`src/rtl/adc_serial_responder.sv`:
```
`timescale 1ns/1ps
`default_nettype none
// ============================================================================
// Module      : adc_serial_responder
// Description : Device-side AD7908-style serial ADC responder for loopback.
// Revision    : 1.0
// ============================================================================
module adc_serial_responder #(
    parameter int N      = 12,
    parameter int CHAN_W = 3
) (
    input  logic              clk,
    input  logic              reset,
    input  logic              ADC_CONVST,
    input  logic              ADC_SCK,
    input  logic              ADC_SDI,
    output logic              ADC_SDO,
    input  logic [N-1:0]      sample_data,
    output logic [CHAN_W-1:0] sample_chan,
    output logic [N-1:0]      cfg_word,
    output logic              cfg_valid,
    output logic              frame_done,
    output logic              frame_err
);

    localparam int TX_W   = CHAN_W + N;
    localparam int FALL_W = $clog2(TX_W + 1);
    localparam int RISE_W = $clog2(N + 1);
    localparam int CHAN_LSB = 6;

    localparam logic [FALL_W-1:0] c_last_fall = FALL_W'(TX_W);
    localparam logic [RISE_W-1:0] c_n_rises   = RISE_W'(N);
    localparam logic [RISE_W-1:0] c_last_rise = RISE_W'(N - 1);

    typedef enum logic [1:0] {
        S_IDLE  = 2'd0,
        S_SHIFT = 2'd1,
        S_DONE  = 2'd2
    } state_t;

    state_t r_state;
    state_t w_state_next;

    // Bit order in the synchronizer vectors: [0] CONVST, [1] SCK, [2] SDI
    logic [2:0]        r_sync_meta;
    logic [2:0]        r_sync;
    logic [1:0]        r_prev;
    logic [N-1:0]      r_conv_reg;
    logic [TX_W-1:0]   r_tx_shift;
    logic [N-2:0]      r_rx_shift;
    logic [FALL_W-1:0] r_fall_cnt;
    logic [RISE_W-1:0] r_rise_cnt;

    logic         w_cs_rise;
    logic         w_cs_fall;
    logic         w_sck_rise;
    logic         w_sck_fall;
    logic         w_sdi;
    logic [N-1:0] w_rx_next;

    assign w_cs_rise  =  r_sync[0] & ~r_prev[0];
    assign w_cs_fall  = ~r_sync[0] &  r_prev[0];
    assign w_sck_rise =  r_sync[1] & ~r_prev[1];
    assign w_sck_fall = ~r_sync[1] &  r_prev[1];
    assign w_sdi      =  r_sync[2];
    assign w_rx_next  = {r_rx_shift, w_sdi};

    always_ff @(posedge clk) begin
        if (reset) begin
            r_state <= S_IDLE;
        end else begin
            r_state <= w_state_next;
        end
    end

    // CONVST edges take priority over any SCK edge seen in the same cycle
    always_comb begin
        w_state_next = r_state;
        if (w_cs_rise) begin
            w_state_next = S_IDLE;
        end else if (w_cs_fall) begin
            w_state_next = S_SHIFT;
        end else if ((r_state == S_SHIFT) && w_sck_fall && (r_fall_cnt == c_last_fall)) begin
            w_state_next = S_DONE;
        end
    end

    always_ff @(posedge clk) begin
        if (reset) begin
            r_sync_meta <= '0;
            r_sync      <= '0;
            r_prev      <= '0;
            r_conv_reg  <= '0;
            r_tx_shift  <= '0;
            r_rx_shift  <= '0;
            r_fall_cnt  <= '0;
            r_rise_cnt  <= '0;
            ADC_SDO     <= 1'b0;
            sample_chan <= '0;
            cfg_word    <= '0;
            cfg_valid   <= 1'b0;
            frame_done  <= 1'b0;
            frame_err   <= 1'b0;
        end else begin
            r_sync_meta <= {ADC_SDI, ADC_SCK, ADC_CONVST};
            r_sync      <= r_sync_meta;
            r_prev      <= r_sync[1:0];
            cfg_valid   <= 1'b0;
            frame_done  <= 1'b0;
            frame_err   <= 1'b0;

            if (w_cs_rise) begin
                r_conv_reg <= sample_data;
                ADC_SDO    <= 1'b0;
                frame_err  <= (r_state == S_SHIFT);
            end else if (w_cs_fall) begin
                ADC_SDO    <= 1'b0;
                r_tx_shift <= {sample_chan, r_conv_reg};
                r_fall_cnt <= '0;
                r_rise_cnt <= '0;
            end else if (r_state == S_SHIFT) begin
                if (w_sck_fall) begin
                    if (r_fall_cnt != c_last_fall) begin
                        ADC_SDO    <= r_tx_shift[TX_W-1];
                        r_tx_shift <= {r_tx_shift[TX_W-2:0], 1'b0};
                        r_fall_cnt <= r_fall_cnt + 1'b1;
                    end else begin
                        ADC_SDO    <= 1'b0;
                        frame_done <= 1'b1;
                    end
                end
                if (w_sck_rise && (r_rise_cnt < c_n_rises)) begin
                    r_rx_shift <= w_rx_next[N-2:0];
                    r_rise_cnt <= r_rise_cnt + 1'b1;
                    if (r_rise_cnt == c_last_rise) begin
                        cfg_word  <= w_rx_next;
                        cfg_valid <= 1'b1;
                        // WRITE bit set: new channel applies from the next frame's latch
                        if (w_rx_next[N-1]) begin
                            sample_chan <= w_rx_next[CHAN_LSB +: CHAN_W];
                        end
                    end
                end
            end
        end
    end

endmodule
`default_nettype wire

```
`config.mk`:
```
export PLATFORM = sky130hd
export DESIGN_NAME = adc_serial_responder
export DESIGN_NICKNAME = d
export VERILOG_FILES = /design/src/rtl/adc_serial_responder.sv
export SDC_FILE = /design/constraint.sdc
export NUM_CORES = 1
export LEC_CHECK = 0
export BUFFER_PORTS_ARGS = -buffer_cell sky130_fd_sc_hd__buf_2
export CORE_UTILIZATION = 57
export DETAILED_ROUTE_END_ITERATION = 8
export MAX_ROUTING_LAYER = met4
export PLACE_DENSITY = 0.8
export SETUP_SLACK_MARGIN = 0.3
export SLEW_MARGIN = 20
export SYNTH_ARGS = -nofsm -noshare
export SYNTH_HDL_FRONTEND = slang
export SYNTH_SLANG_ARGS = --single-unit
```
`constraint.sdc`:
```
create_clock -name clk -period 2.32 [get_ports clk]
set_clock_uncertainty 0.15 [all_clocks]
set_input_delay 0.232 -clock clk [delete_from_list [all_inputs] [get_ports clk]]
set_output_delay 0.232 -clock clk [all_outputs]
set_load 0.05 [all_outputs]
```
==> results of run 1 <==
final timing paths:
kind | from | to | slack, ns | cells after the start
worst max register to register | r_sync[0] | r_fall_cnt[0] | 0.33 | 8
worst min-delay path | reset | r_conv_reg[4] | 0.28 | 2
worst max-delay path | r_sync[0] | r_fall_cnt[0] | 0.33 | 8
worst min register to register | r_sync_meta[1] | r_sync[1] | 0.29 | 1
timing repair:
item	4_1_cts	5_1_grt
hold buffers	15	0
buffers inserted	0	1
gates resized for setup	0	4
endpoints found under the setup margin	0	21
endpoints found under the hold margin	15	0
layer usage:
| layer | GRT usage | share of wire |
|---|---|---|
| met2 | 0.3674 | 0.48 |
| met3 | 0.06560 | 0.039 |
| met1 | 0.2860 | 0.45 |
| met5 | - | 0 |
| met4 | 0.1027 | 0.025 |
layout make-up:
| class | instances | share of cell area |
|---|---|---|
| tap | 70 | 0.02331 |
| clock inverter | 6 | 0.03064 |
| sequential | 75 | 0.3996 |
| multi-input combinational | 201 | 0.3849 |
| inverter | 4 | 0.003996 |
| clock buffer | 9 | 0.03297 |
| timing repair buffer | 61 | 0.1245 |
layout by cell type, fill, tap and decap left out, types with 4 or more instances in the layout:
| cell type | Yosys | routed |
|---|---|---|
| dfxtp_1 | 75 | 75 |
| mux2i_1 | 50 | 50 |
| nor2_1 | 53 | 53 |
| dlygate4sd3_1 | 0 | 15 |
| a21oi_1 | 15 | 15 |
| clkbuf_8 | 0 | 9 |
| buf_4 | 2 | 7 |
| nand2b_1 | 8 | 8 |
| nand3_1 | 7 | 7 |
| a211oi_2 | 15 | 14 |
| buf_2 | 7 | 35 |
| inv_1 | 4 | 4 |
| nor3_1 | 4 | 4 |
| nand2_1 | 8 | 8 |
| nor2b_1 | 7 | 7 |
where the power goes:
group | internal (mW) | switching (mW)
registers | 1.31 | 0.0112
clock network | 0.711 | 0.491
logic | 0.0700 | 0.0729
total | 2.09 | 0.575
logic make-up (layout without fill, tap and decap cells):
group | after synthesis | after routing | share of synthesized area
and+or+nand+nor | 105 | 105 | 0.1738
DFF | 75 | 75 | 0.4955
AOI/OAI and AO/OA | 41 | 41 | 0.1111
buffers and inverters | 23 | 80 | 0.03385
muxes | 50 | 50 | 0.1652
adders and majority gates | 5 | 5 | 0.02064
==> flow_metrics.env, run 1 <==
export IMPL_fillCellCount=376
export IMPL_critical_path_cell_chain="inv_1 -> ha_2 -> and4b_2 -> a211oi_4 -> buf_4 -> clkbuf_16 -> nand2b_1 -> a21oi_1"
export IMPL_design_area_um2=3757
export IMPL_die_area_um2=5612
export IMPL_cts_root_buffer_cell="clkbuf_8"
export IMPL_firstDrtPassIters=5
export IMPL_synth_ff_type="dfxtp_1"
export IMPL_report_power_total_mw=2.664
export IMPL_insertedDiodeCount=0
export IMPL_grt_setup_unrepaired="yes"
export IMPL_critPathBufInv=3
export IMPL_hold_fails_final_rpt=0
export IMPL_die_x_um=74.92
export IMPL_multi_input_area_um2=1446
export IMPL_clk_pin_slew_worst_paths_ns=0.08
export IMPL_worst_ep_required_time_ns=2.45
export IMPL_worst_hold_path_type="input pin to flop"
export IMPL_worstSetupPathType="flop to flop"
export IMPL_port_buffers=35
export IMPL_placement_cell_area_um2=3298
export IMPL_share_of_layout_cells_above_drive_strength_1=0.2275
export IMPL_antenna_found_initial=0
export IMPL_synthDominantCellAreaShare=0.4955
export IMPL_kind_of_start_point_of_the_critical_path="flop"
export IMPL_largest_register_ffs=15
export IMPL_slowest_delay_ns=0.38
export IMPL_postLayoutCoreUtil=0.7357
export IMPL_route_final_wire_length_um=6221
export IMPL_fp_row_count=26
export IMPL_starting_utilization_of_the_core_area=0.5933
export IMPL_worst_path_max_fanout=15
export IMPL_fmaxAchievable_ghz=0.5020
export IMPL_numClockSinks=75
export IMPL_post_synth_most_frequent_cells="dfxtp_1 (75), nor2_1 (53), mux2i_1 (50), a211oi_2 (15), a21oi_1 (15)"
export IMPL_grt_util_all_layers=0.2359
export IMPL_detailedRoute_firstIterationViolations=124
export IMPL_via_density_per_instance=5.514
export IMPL_boundaryPins=36
export IMPL_synth_most_common_cell="dfxtp_1"
export IMPL_data_arrival_time_of_the_worst_path_ns=2.12
export IMPL_placeableCoreArea_um2=5107
export IMPL_mappedNetlistNets=321
export IMPL_area_delta_synth_final_pct=23.99
export IMPL_grt_overflow_total=0
export IMPL_synth_warning_count=0
export IMPL_async_set_or_reset_register_ratio_after_synthesis=0
export IMPL_remaining_drc_errors=0
export IMPL_synth_enable_flop_cells=0
export IMPL_period_needed_ns=1.992
export IMPL_htree_num_levels=3
export IMPL_vdd_drop_max_mv=0.4698
export IMPL_routed_via_count=2349
export IMPL_cts_buffers_inserted=9
export IMPL_post_synth_main_area_contributors="dfxtp_1 (50%), mux2i_1 (17%), nor2_1 (6.6%)"
export IMPL_synth_seq_cells=75
export IMPL_sequential_to_total_area_share_from_yosys_stat=0.4955
export IMPL_layoutNonFillerInstCount=426
export IMPL_tritoncts_clock_tree="done"
export IMPL_syn_instance_count=299
export IMPL_drtAntennaViolNets=0
export IMPL_worst_setup_path_end_kind="flop"
export IMPL_mapped_avg_cell_area_um2=10.14
export IMPL_setup_violations_final=0
export IMPL_routabilityCongestion=0.7811
export IMPL_max_cap_viol_count=0
export IMPL_first_pass_grt_wire_length_um=9584
export IMPL_slew_violations=0
export IMPL_grt_start_max_net_pins=41
export IMPL_worst_hold_slack_across_all_endpoints_ns=0.2783
export IMPL_clk_latency_ns=0.35
export IMPL_leakage_nw=1.448
export IMPL_design_final_nets=374
export IMPL_dp_hpwl_um=3594
export IMPL_dpl_worst_slack_ns=0.3656
export IMPL_yosys_area_top_type="dfxtp_1"
export IMPL_post_route_worst_setup_slack_ns=0.3278
export IMPL_synth_area_um2=3030
export IMPL_place_detailed_instances=393
export IMPL_slew_headroom=0.4933
export IMPL_cts_max_path_buffers=2
export IMPL_crit_family="simple AND/OR/NAND/NOR gates"
export IMPL_synthDistinctLibCells=35
export IMPL_fin_setup_tns_ns=0
export IMPL_powerDensity_nw_per_um2=708.9
export IMPL_slew_at_the_pin_with_the_worst_max_slew_slack_ns=0.7601
export IMPL_slowest_stage="and4b_2"
export IMPL_status="complete, no violations"
export IMPL_first_global_vias=2162
export IMPL_post_drt_wl_per_cell_um=14.60
export IMPL_dieHeight_um=74.92
export IMPL_ff_latch_area_um2=1501
export IMPL_period_share=0.8587
Note: power is estimated with default switching activity, not from simulation.
==> run 2: changes to the inputs <==
- GPL_TIMING_DRIVEN: unset -> 0
==> flow_metrics.env, run 2 (synthesized netlist as in run 1, its figures left out) <==
export IMPL_status="complete, no violations"
export IMPL_dp_hpwl_um=4130
export IMPL_data_arrival_time_of_the_worst_path_ns=2.10
export IMPL_worst_path_max_fanout=10
export IMPL_grt_setup_unrepaired="yes"
export IMPL_comb_power_share=0.057
export IMPL_critical_path_cell_chain="inv_2 -> ha_1 -> and4b_1 -> a211oi_2 -> buf_4 -> nor2_1 -> a211oi_2"
export IMPL_first_pass_grt_wire_length_um=10300
export IMPL_sequential_power_share=0.537
export IMPL_max_cap_viol_count=0
export IMPL_post_drt_wl_per_cell_um=14.76
export IMPL_routed_via_count=2311
export IMPL_clk_pin_slew_worst_paths_ns=0.08
export IMPL_hold_fails_final_rpt=0
export IMPL_fin_setup_tns_ns=0
export IMPL_kind_of_start_point_of_the_critical_path="flop"
export IMPL_via_density_per_instance=5.313
export IMPL_slew_violations=0
export IMPL_grt_start_max_net_pins=14
export IMPL_starting_utilization_of_the_core_area=0.5933
export IMPL_worst_hold_path_type="input pin to flop"
export IMPL_layout_cells_most_common_list="dfxtp_1 (75), nor2_1 (53), mux2i_1 (50)"
export IMPL_tritoncts_clock_tree="done"
export IMPL_layoutNonFillerInstCount=435
export IMPL_area_delta_synth_final_pct=22.05
export IMPL_cts_buffers_inserted=9
export IMPL_slew_at_the_pin_with_the_worst_max_slew_slack_ns=0.6844
export IMPL_detailedRoute_firstIterationViolations=138
export IMPL_period_needed_ns=1.977
export IMPL_net_switching_fraction_of_the_power=0.2387
export IMPL_route_final_wire_length_um=6421
export IMPL_firstDrtPassIters=4
export IMPL_numClockSinks=75
export IMPL_cts_max_path_buffers=2
export IMPL_powerDensity_nw_per_um2=663.3
export IMPL_place_detailed_instances=403
export IMPL_share_of_layout_cells_above_drive_strength_1=0.2219
export IMPL_antenna_found_initial=0
export IMPL_critical_path_most_common_cell="a211oi_2"
export IMPL_die_area_um2=5612
export IMPL_dieHeight_um=74.92
export IMPL_largest_register_ffs=15
export IMPL_boundaryPins=36
export IMPL_placement_cell_area_um2=3288
export IMPL_drtAntennaViolNets=0
export IMPL_sw_power_uw=585.6
export IMPL_grt_util_all_layers=0.2559
export IMPL_period_share=0.8522
export IMPL_placeableCoreArea_um2=5107
export IMPL_setup_violations_final=0
export IMPL_insertedDiodeCount=0
export IMPL_post_route_worst_setup_slack_ns=0.3430
export IMPL_vdd_drop_max_mv=0.4773
export IMPL_grt_overflow_total=0
export IMPL_power_clock_fraction=0.406
export IMPL_worst_setup_path_end_kind="flop"
export IMPL_slowest_delay_ns=0.33
export IMPL_fillCellCount=403
export IMPL_routabilityCongestion=0.8019
export IMPL_worst_hold_slack_across_all_endpoints_ns=0.1239
export IMPL_leakage_nw=1.423
export IMPL_slew_headroom=0.5437
export IMPL_clk_latency_ns=0.35
export IMPL_htree_num_levels=3
export IMPL_first_global_vias=2240
export IMPL_fmaxAchievable_ghz=0.5058
export IMPL_postLayoutCoreUtil=0.7242
export IMPL_dpl_worst_slack_ns=0.3038
export IMPL_die_x_um=74.92
export IMPL_mostFrequentLayoutCell="dfxtp_1"
export IMPL_design_area_um2=3699
export IMPL_cts_root_buffer_cell="clkbuf_8"
export IMPL_slowest_stage="dfxtp_1"
export IMPL_design_final_nets=382
export IMPL_fp_row_count=26
export IMPL_port_buffers=34
export IMPL_internal_power_mw=1.867
export IMPL_worst_ep_required_time_ns=2.44
export IMPL_remaining_drc_errors=0
export IMPL_worstSetupPathType="flop to flop"
export IMPL_report_power_total_mw=2.453
[run 2: changes by cell type in the layout (fill, tap and decap cells not counted), sizes merged]
cell	previous run	this run
bufinv	3	1
buf	44	41
clkinvlp	1	3
clkbuf	11	23
[run 2: path summary, 6_finish.rpt]
kind	endpoint	slack, ns	cells past startpoint	from
worst min register to register	r_sync[1]	0.29	1	r_sync_meta[1]
worst max-delay path	r_tx_shift[14]	0.34	7	r_sync[0]
worst min-delay path	r_prev[1]	0.12	2	reset
worst max register to register	r_tx_shift[14]	0.34	7	r_sync[0]
[run 2: layout make-up]
cell class / count / area (µm²) / share of cell area
Buffer: 19 / 116.4 / 0.03146
Clock buffer: 10 / 127.6 / 0.03451
Clock inverter: 6 / 66.31 / 0.01793
Inverter: 4 / 15.01 / 0.004060
Multi-Input combinational cell: 201 / 1439 / 0.3890
Sequential cell: 75 / 1501 / 0.4060
Tap cell: 70 / 87.58 / 0.02368
Timing Repair Buffer: 50 / 345.3 / 0.09337
[run 2: timing repair]
action                     in CTS  in global routing
hold endpoints to repair       15                  0
resized for setup               4                 15
hold buffers                   15                  0
cloned                          0                  1
pin swaps                       1                  0
setup buffers                   0                  0
setup endpoints to repair      21                 41
[run 2: critical path: cells and delay by family, from the launching register on]
kind                       cells  cell delay (ns)
AOI/OAI and AO/OA              2             0.49
adders and majority gates      1             0.25
buffers and inverters          2             0.33
DFF                            1             0.33
and+or+nand+nor                2             0.34
[run 2: layer usage]
metal,vias to the layer above,global-route usage,share of wire,wire (µm)
met1,1080,0.3039,0.46,2948
met3,17,0.07764,0.034,218
met5,-,-,0,0
met4,0,0.1321,0.028,182
met2,49,0.3914,0.48,3071
li1,1165,-,-,-
[run 2: power groups by stage]
stage	clock [mW]	sequential (mW)	combinational (mW)
finish	0.997	1.32	0.139
global route	1.06	1.32	0.152
CTS	1.00	1.32	0.135
detailed placement	0	1.35	0.115
global placement	0	1.35	0.111
floorplan	0	1.34	0.0822
==> run 3: changes to the inputs <==
--- a/config.mk
+++ b/config.mk
@@ -8,3 +8,4 @@
 export BUFFER_PORTS_ARGS = -buffer_cell sky130_fd_sc_hd__buf_2
-export CORE_UTILIZATION = 57
+export CORE_UTILIZATION = 60
+export CTS_BUF_LIST = sky130_fd_sc_hd__clkbuf_2
 export DETAILED_ROUTE_END_ITERATION = 8
@@ -12,3 +13,3 @@
 export MAX_ROUTING_LAYER = met4
-export PLACE_DENSITY = 0.8
+export PLACE_DENSITY = 0.84
 export SETUP_SLACK_MARGIN = 0.3
==> constraint.sdc (replaced) <==
create_clock -name clk -period 2.05 [get_ports clk]
set_clock_uncertainty 0.15 [all_clocks]
set_input_delay 0 -clock clk [delete_from_list [all_inputs] [get_ports clk]]
set_output_delay 0 -clock clk [all_outputs]
set_load 0.05 [all_outputs]
==> flow_metrics.env, run 3 (synthesized netlist as in run 1, its figures left out) <==
export IMPL_max_cap_viol_count=0
export IMPL_slew_headroom=0.5038
export IMPL_worst_hold_startpoint="sample_data[1]"
export IMPL_layout_cells_most_common_list="dfxtp_1 (67), mux2i_1 (49), nor2_1 (44)"
export IMPL_cts_max_path_buffers=2
export IMPL_starting_utilization_of_the_core_area=0.6332
export IMPL_kind_of_start_point_of_the_critical_path="flop"
export IMPL_dp_hpwl_um=4265
export IMPL_grt_setup_unrepaired="yes"
export IMPL_worstSetupPathType="flop to flop"
export IMPL_leakage_nw=1.592
export IMPL_fp_row_count=25
export IMPL_largest_register_ffs=15
export IMPL_worst_path_max_fanout=6
export IMPL_layoutNonFillerInstCount=455
export IMPL_clk_pin_slew_worst_paths_ns=0.19
export IMPL_routabilityCongestion=0.8045
export IMPL_numClockSinks=75
export IMPL_cts_buffers_inserted=9
export IMPL_port_buffers=34
export IMPL_boundaryPins=36
export IMPL_htree_num_levels=3
export IMPL_clk_latency_ns=0.52
export IMPL_vdd_drop_max_mv=0.5147
export IMPL_powerDensity_nw_per_um2=599.8
export IMPL_slew_at_the_pin_with_the_worst_max_slew_slack_ns=0.7444
export IMPL_area_delta_synth_final_pct=36.66
export IMPL_slew_violations=0
export IMPL_period_needed_ns=1.913
export IMPL_design_final_nets=406
export IMPL_first_global_vias=2532
export IMPL_grt_overflow_total=0
export IMPL_period_share=0.9330
export IMPL_worst_setup_path_end_kind="flop"
export IMPL_antenna_found_initial=0
export IMPL_grt_start_max_net_pins=12
export IMPL_routed_via_count=2670
export IMPL_detailedRoute_firstIterationViolations=117
export IMPL_dpl_worst_slack_ns=-0.02203
export IMPL_drtAntennaViolNets=0
export IMPL_remaining_drc_errors=2
export IMPL_placeableCoreArea_um2=4786
export IMPL_failed_checks="design-rule violations"
export IMPL_tritoncts_clock_tree="done"
export IMPL_cts_root_buffer_cell="clkbuf_2"
export IMPL_critPathLaunch="r_sync[0]"
export IMPL_dieHeight_um=73.07
export IMPL_data_arrival_time_of_the_worst_path_ns=2.14
export IMPL_worst_ep_required_time_ns=2.28
export IMPL_route_final_wire_length_um=8884
export IMPL_worst_hold_slack_across_all_endpoints_ns=0.09308
export IMPL_hold_fails_final_rpt=0
export IMPL_status="finished, violations left"
export IMPL_first_pass_grt_wire_length_um=11920
export IMPL_post_route_worst_setup_slack_ns=0.1373
export IMPL_share_of_layout_cells_above_drive_strength_1=0.3711
export IMPL_fillCellCount=227
export IMPL_via_density_per_instance=5.868
export IMPL_setup_violations_final=0
export IMPL_mostFrequentLayoutCell="dfxtp_1"
export IMPL_worst_hold_path_type="input pin to flop"
export IMPL_post_drt_wl_per_cell_um=19.53
export IMPL_worst_r2r_startpoint="r_sync[0]"
export IMPL_firstDrtPassIters=6
export IMPL_die_area_um2=5339
export IMPL_grt_util_all_layers=0.3091
export IMPL_place_detailed_instances=400
export IMPL_insertedDiodeCount=0
export IMPL_die_x_um=73.07
export IMPL_postLayoutCoreUtil=0.8654
export IMPL_fmaxAchievable_ghz=0.5228
## run 3: cell types whose count changed in the layout (fill, tap and decap cells not counted), sizes merged
cell | before | now
buf | 41 | 65
clkbuf | 23 | 20
clkinv | 2 | 3
clkinvlp | 3 | 0
dlygate4sd3 | 15 | 19
## run 3: critical path, cell delays in order, from the launching register on
cell and delay [ns]:
dfxtp_4 0.41, inv_4 0.05, ha_4 0.24, and3b_2 0.18
and3_4 0.19, buf_8 0.13, buf_8 0.13, mux2i_1 0.23
nor2_1 0.08
## run 3: worst paths after layout
path,to,slack [ns],cells past startpoint
max,cfg_word[7],0.14,8
min,r_conv_reg[1],0.09,4
max reg2reg,cfg_word[7],0.14,8
min reg2reg,r_sync[0],0.31,1
## run 3: through the flow
step	power, mW	cell area (µm²)	TNS, ns
global placement	1.651	3291	0
global route	2.544	4141	0
CTS	2.433	3864	0
finish	2.484	4141	0
detailed placement	1.656	3291	-0.02203
floorplan	1.615	3037	0
## run 3: routing by layer
metal	GRT usage	share of wire	wire [µm]
met1	0.3458	0.40	3579
met2	0.5247	0.50	4480
met3	0.05110	0.044	392
met4	0.1678	0.049	432
met5	-	0	0
## run 3: report_power, final
part	internal [mW]	switching [mW]	leakage, nW
Combinational	0.100	0.108	0.914
Sequential	1.48	0.0188	0.612
Clock	0.276	0.499	0.0669
## run 3: layout make-up
type	count	area (µm²)	area share
tap	67	83.83	0.02024
buffer	19	168.9	0.04079
inverter	4	20.02	0.004834
multi-input combinational	201	1685	0.4069
clock inverter	4	42.54	0.01027
sequential	75	1516	0.3662
clock buffer	11	55.05	0.01329
timing repair buffer	74	569.3	0.1375
## run 3: timing repair
action,in CTS,in global routing
hold endpoints to repair,37,0
hold buffers,19,0
gates resized for setup,40,61
setup endpoints to repair,53,57
gates cloned,2,1
setup buffers,13,5
pin swaps,6,18
